## src/rtl/uart_tx_fifo.sv

```systemverilog
`default_nettype none
// ============================================================================
// Module      : uart_tx_fifo
// Description : Buffered 8N1 UART transmitter. Bytes arrive over a
//               valid/ready handshake, are queued in a 2^DEPTH_LOG2-entry
//               FIFO and are serialized LSB first at DELAY_FRAMES clocks per
//               bit. Queued bytes are sent back to back with no idle gap.
// Ports       : clk      - system clock, rising edge
//               rst_n    - asynchronous active-low reset
//               wr_data  - byte to queue
//               wr_valid - producer offers wr_data this cycle
//               wr_ready - FIFO has room (count < depth)
//               uart_tx  - registered serial line, idle high
//               busy     - frame in progress or FIFO non-empty
//               count    - bytes queued, excluding the one being shifted
// Revision    : 1.0 - initial release
// ============================================================================
module uart_tx_fifo #(
    parameter int DELAY_FRAMES = 234,
    parameter int DEPTH_LOG2   = 4
) (
    input  logic                  clk,
    input  logic                  rst_n,
    input  logic [7:0]            wr_data,
    input  logic                  wr_valid,
    output logic                  wr_ready,
    output logic                  uart_tx,
    output logic                  busy,
    output logic [DEPTH_LOG2:0]   count
);

    localparam int c_DEPTH = 1 << DEPTH_LOG2;
    localparam int c_CYC_W = $clog2(DELAY_FRAMES);

    localparam logic [c_CYC_W-1:0]    c_LAST_CYC = c_CYC_W'(DELAY_FRAMES - 1);
    localparam logic [c_CYC_W-1:0]    c_CYC_ONE  = c_CYC_W'(1);
    localparam logic [DEPTH_LOG2-1:0] c_PTR_ONE  = DEPTH_LOG2'(1);
    localparam logic [DEPTH_LOG2:0]   c_CNT_ONE  = (DEPTH_LOG2 + 1)'(1);

    localparam logic [1:0] c_S_IDLE  = 2'd0;
    localparam logic [1:0] c_S_START = 2'd1;
    localparam logic [1:0] c_S_DATA  = 2'd2;
    localparam logic [1:0] c_S_STOP  = 2'd3;

    logic [7:0]            r_mem [c_DEPTH];
    logic [DEPTH_LOG2-1:0] r_wrPtr;
    logic [DEPTH_LOG2-1:0] r_rdPtr;
    logic [DEPTH_LOG2:0]   r_count;
    logic [1:0]            r_state;
    logic [c_CYC_W-1:0]    r_cycCnt;
    logic [2:0]            r_bitIdx;
    logic [7:0]            r_shift;
    logic                  r_tx;

    logic w_wrEn;
    logic w_notEmpty;
    logic w_bitEnd;
    logic w_pop;
    logic [7:0] w_head;

    // count never exceeds the depth, so its MSB alone marks "full".
    assign wr_ready   = ~r_count[DEPTH_LOG2];
    assign w_wrEn     = wr_valid & wr_ready;
    assign w_notEmpty = (r_count != '0);
    assign w_bitEnd   = (r_cycCnt == c_LAST_CYC);
    assign w_head     = r_mem[r_rdPtr];

    // A pop happens from IDLE, or at the final STOP cycle so the next START
    // follows with no idle gap.
    assign w_pop = w_notEmpty &&
                   ((r_state == c_S_IDLE) || ((r_state == c_S_STOP) && w_bitEnd));

    assign uart_tx = r_tx;
    assign busy    = (r_state != c_S_IDLE) || w_notEmpty;
    assign count   = r_count;

    // Storage carries no reset; its contents are don't-care after reset.
    always_ff @(posedge clk) begin
        if (w_wrEn) begin
            r_mem[r_wrPtr] <= wr_data;
        end
    end

    always_ff @(posedge clk or negedge rst_n) begin
        if (!rst_n) begin
            r_wrPtr <= '0;
            r_rdPtr <= '0;
            r_count <= '0;
        end else begin
            if (w_wrEn) begin
                r_wrPtr <= r_wrPtr + c_PTR_ONE;
            end
            if (w_pop) begin
                r_rdPtr <= r_rdPtr + c_PTR_ONE;
            end
            case ({w_wrEn, w_pop})
                2'b10:   r_count <= r_count + c_CNT_ONE;
                2'b01:   r_count <= r_count - c_CNT_ONE;
                default: r_count <= r_count;
            endcase
        end
    end

    // The line value is computed for the state being entered so uart_tx is
    // a clean register output aligned with the state change.
    always_ff @(posedge clk or negedge rst_n) begin
        if (!rst_n) begin
            r_state  <= c_S_IDLE;
            r_cycCnt <= '0;
            r_bitIdx <= '0;
            r_shift  <= '0;
            r_tx     <= 1'b1;
        end else begin
            case (r_state)
                c_S_IDLE: begin
                    r_cycCnt <= '0;
                    r_tx     <= 1'b1;
                    if (w_pop) begin
                        r_shift <= w_head;
                        r_state <= c_S_START;
                        r_tx    <= 1'b0;
                    end
                end
                c_S_START: begin
                    if (w_bitEnd) begin
                        r_cycCnt <= '0;
                        r_bitIdx <= '0;
                        r_state  <= c_S_DATA;
                        r_tx     <= r_shift[0];
                    end else begin
                        r_cycCnt <= r_cycCnt + c_CYC_ONE;
                    end
                end
                c_S_DATA: begin
                    if (w_bitEnd) begin
                        r_cycCnt <= '0;
                        if (r_bitIdx == 3'd7) begin
                            r_state <= c_S_STOP;
                            r_tx    <= 1'b1;
                        end else begin
                            r_bitIdx <= r_bitIdx + 3'd1;
                            r_tx     <= r_shift[r_bitIdx + 3'd1];
                        end
                    end else begin
                        r_cycCnt <= r_cycCnt + c_CYC_ONE;
                    end
                end
                c_S_STOP: begin
                    if (w_bitEnd) begin
                        r_cycCnt <= '0;
                        if (w_pop) begin
                            r_shift <= w_head;
                            r_state <= c_S_START;
                            r_tx    <= 1'b0;
                        end else begin
                            r_state <= c_S_IDLE;
                            r_tx    <= 1'b1;
                        end
                    end else begin
                        r_cycCnt <= r_cycCnt + c_CYC_ONE;
                    end
                end
                default: begin
                    r_state  <= c_S_IDLE;
                    r_cycCnt <= '0;
                    r_tx     <= 1'b1;
                end
            endcase
        end
    end

endmodule
`default_nettype wire

```

## config.mk

```make
export PLATFORM = sky130hd
export DESIGN_NAME = uart_tx_fifo
export DESIGN_NICKNAME = d
export VERILOG_FILES = /design/src/rtl/uart_tx_fifo.sv
export SDC_FILE = /design/constraint.sdc
export NUM_CORES = 1
export LEC_CHECK = 0
export BUFFER_PORTS_ARGS = -buffer_cell sky130_fd_sc_hd__buf_4
export CAP_MARGIN = 10
export CORE_MARGIN = 2
export CORE_UTILIZATION = 58
export CTS_BUF_LIST = sky130_fd_sc_hd__clkbuf_8
export CTS_CLUSTER_DIAMETER = 40
export DETAILED_ROUTE_END_ITERATION = 8
export PLACE_DENSITY = 0.79
export SETUP_SLACK_MARGIN = 0.4
export SLEW_MARGIN = 0
export SYNTH_ARGS = -nofsm -noshare
export SYNTH_HDL_FRONTEND = slang
export SYNTH_SLANG_ARGS = --single-unit
export TNS_END_PERCENT = 1
```

## constraint.sdc

```tcl
create_clock -name clk -period 2.5 [get_ports clk]
set_input_delay 0.125 -clock clk [delete_from_list [all_inputs] [get_ports clk]]
set_output_delay 0.125 -clock clk [all_outputs]
set_load 0.01 [all_outputs]
```

==> flow_summary.json <==
{
  "status": "completed",
  "yosysSeqAreaShare_pct": 67.4,
  "hold_slack_ns": 0.00995,
  "multiInputGateArea_um2": 2160,
  "final.setup_skew_ns": 0.00875,
  "numPlacedInstances": 550,
  "track_usage_pct": 22.0,
  "area_growth_pct": 12.5,
  "arrival_ns": 2.57,
  "tightest_slew_ns": 0.602,
  "postLayoutCoreUtil_pct": 66.1,
  "syn-num-nets": 412,
  "wirelength_um": 13000,
  "antenna_left": 0,
  "post-route-drc-count": 0,
  "irDropWorstVdd_mv": 0.775,
  "cp_cell_sequence": "inv_1, ha_2, nand3b_1, nor3_4, o21ai_2, inv_2, ha_4, xor2_1, ha_2, inv_1, a32oi_1, a21oi_1, xnor2_1",
  "syn_area_um2": 7000,
  "synthFlopType": "edfxtp_1",
  "routed_via_density": 5.97,
  "route.met2.wl_um": 6670,
  "finalHoldViolCount": 0,
  "final_common_cell": "edfxtp_1",
  "whs_path_depth": 1,
  "cap_violations": 0,
  "cts_root_buf": "clkbuf_8",
  "ys_types": 47,
  "cts_tree": "yes",
  "hold_start": "wr_data[7]",
  "r2r_slack_ns": 0.28,
  "synth_edf_count": 128,
  "max_freq_mhz": 450,
  "antennaDiodeCount": 0,
  "power.density_nw_per_um2": 720,
  "dieArea_um2": 13000,
  "gp_congestion": 0.744,
  "crit_slowest_cell": "dfrtp_1",
  "stdcell_count": 600,
  "drt-pass1-iter-count": 5,
  "fin_crit_sh_pct": 88.9,
  "cts_made_buffers": 17,
  "place.detailed.hpwl_um": 8260,
  "tns_ns": 0,
  "htree_levels": 4,
  "ys_seq_elements": 163,
  "clock-sinks": 163,
  "reg2reg_from": "r_cycCnt[1]",
  "rsz0062_at_grt": "true",
  "worstSetupPathType": "register to register",
  "path_clk_slew_ns": 0.08,
  "antenna_found_initial": 0,
  "seqCellArea_um2": 4720,
  "grt_max_degree": 36,
  "drv_slew": 0,
  "wl_per_cell_um": 21.7,
  "hold_end": "r_mem[7][7]",
  "io_pins": 19,
  "syn_inst": 385,
  "final_cell_mix": "edfxtp_1, buf_4, dfrtp_1",
  "fp-row-count": 40,
  "nets": 468,
  "slew_headroom_pct": 59.8,
  "required_ns": 2.84,
  "wl_met3_um": 548,
  "hold_path_class": "input port to register",
  "endpoint_kind": "register",
  "ys_warn_count": 0,
  "io_buffers": 18,
  "die_w_um": 114,
  "nFillCells": 783,
  "p_total_mw": 5.67,
  "drive_above_1_share_pct": 24.1,
  "rr_endpoint": "count[4]",
  "cts_buffer_depth": 2,
  "start_util_pct": 58.8,
  "reg2regPathDepth": 13,
  "die_height_um": 114,
  "setup_viol": 0,
  "cp_max_fo": 3,
  "dr_total_vias": 3582,
  "finalCriticalPeriod_ns": 2.22,
  "core-area_um2": 11900,
  "syn_avg_cell_area_um2": 18.2,
  "grt_pass1_vias": 3635,
  "wl_met1_um": 5670,
  "crit_path_max_incr_delay_ns": 0.39,
  "drt-initial-drc-count": 193,
  "clk_latency_ns": 0.45,
  "synthArstFlopShare_pct": 21.5,
  "p_leak_nw": 2.80,
  "overflow": 0,
  "top_layer_used": "met4",
  "grt_pass1_wl_um": 20400,
  "critPathLaunchType": "register"
}
-- how the worst max path moves through the flow --
| stage | startpoint | endpoint | slack (ns) | cells past startpoint |
|---|---|---|---|---|
| 6_report | r_cycCnt[1] | count[4] | 0.28 | 13 |
| 5_1_grt | r_cycCnt[1] | count[4] | 0.11 | 13 |
| 4_1_cts | r_cycCnt[1] | count[4] | 0.19 | 13 |
| 3_5_place_dp | r_cycCnt[0] | count[2] | 0.10 | 12 |
| 3_3_place_gp | r_cycCnt[0] | count[4] | 0.19 | 12 |
| 2_1_floorplan | r_cycCnt[1] | count[4] | 0.12 | 14 |
-- flip-flops by register name, summed over array words and instances (netlist names) --
register	count
count	5
r_rdPtr	4
r_bitIdx	3
r_shift	8
r_state	2
r_wrPtr	4
r_cycCnt	8
r_mem	128
uart_tx	1
-- logic make-up (layout without fill, tap and decap cells) --
kind of cell / Yosys count / count (layout) / synth area share [%]
AND/OR/NAND/NOR: 64 / 64 / 4.99
adder cells (fa/ha/maj): 16 / 16 / 2.86
flip-flops: 163 / 163 / 67.4
buffers and inverters: 25 / 93 / 2.15
AO/OA/AOI/OAI: 28 / 28 / 2.88
multiplexers: 70 / 70 / 17.3
XOR/XNOR: 19 / 19 / 2.38
-- metrics by stage --
| step | worst slack, ns | instance area, um2 |
|---|---|---|
| final | 0.277 | 7880 |
| after global placement | 0.188 | 7360 |
| after CTS | 0.185 | 7850 |
| after floorplan | 0.123 | 7020 |
| after global routing | 0.115 | 7880 |
| after detailed placement | 0.105 | 7360 |
-- critical path, delay by kind of cell, from the launching register on --
kind,cells,cell delay [ns]
compound gates,3,0.41
fa+ha+maj,3,0.52
buf+inv,3,0.20
xor+xnor,2,0.28
flops,1,0.39
simple gates,2,0.32
-- area by class of cell --
| cell class | instances | area share [%] |
|---|---|---|
| multi-input cells | 197 | 27.4 |
| clock inverters | 14 | 1.45 |
| well taps | 147 | 2.34 |
| clock buffers | 17 | 2.97 |
| inverters | 11 | 0.524 |
| repair buffers | 51 | 5.40 |
| flip-flops and latches | 163 | 60.0 |
-- per-layer routing --
metal,GRT usage (%),vias up
met4,6.02,0
met5,0,-
met3,6.06,14
li1,-,1629
met2,36.3,89
met1,29.2,1850
-- power breakdown --
group / switching [mW] / internal [mW] / total (mW)
sequential: 0.137 / 3.13 / 3.27
clock: 0.954 / 0.773 / 1.73
combinational: 0.385 / 0.294 / 0.678
total: 1.48 / 4.20 / 5.67
-- cells in the mapped netlist (all sizes together), types with 2 or more instances --
| master | n | area [um2] |
|---|---|---|
| edfxtp | 128 | 3840 |
| dfrtp | 34 | 851 |
| mux4 | 34 | 837 |
| mux2i | 25 | 250 |
| and2 | 16 | 100 |
| ha | 16 | 200 |
| nor2 | 14 | 52.6 |
| xnor2 | 12 | 105 |
| inv | 11 | 41.3 |
| mux2 | 11 | 124 |
| buf | 10 | 83.8 |
| nand2 | 8 | 30.0 |
| o21ai | 7 | 38.8 |
| xor2 | 7 | 61.3 |
| nor3 | 6 | 35.0 |
| a21oi | 4 | 20.0 |
| clkbuf | 4 | 25.0 |
| nand3 | 4 | 20.0 |
| nor2b | 4 | 25.0 |
| a22oi | 3 | 22.5 |
| o211ai | 3 | 22.5 |
| o2bb2ai | 3 | 26.3 |
| and3 | 2 | 12.5 |
| and3b | 2 | 17.5 |
| nand3b | 2 | 15.0 |
-- timing repair --
item | CTS | global route
pin swaps | 5 | 4
gates resized for setup | 2 | 2
setup buffers | 10 | 2
endpoints found under the setup margin | 9 | 25
endpoints found under the hold margin | 118 | 0
hold buffers | 7 | 0
Power figures use the tool's default switching activity.
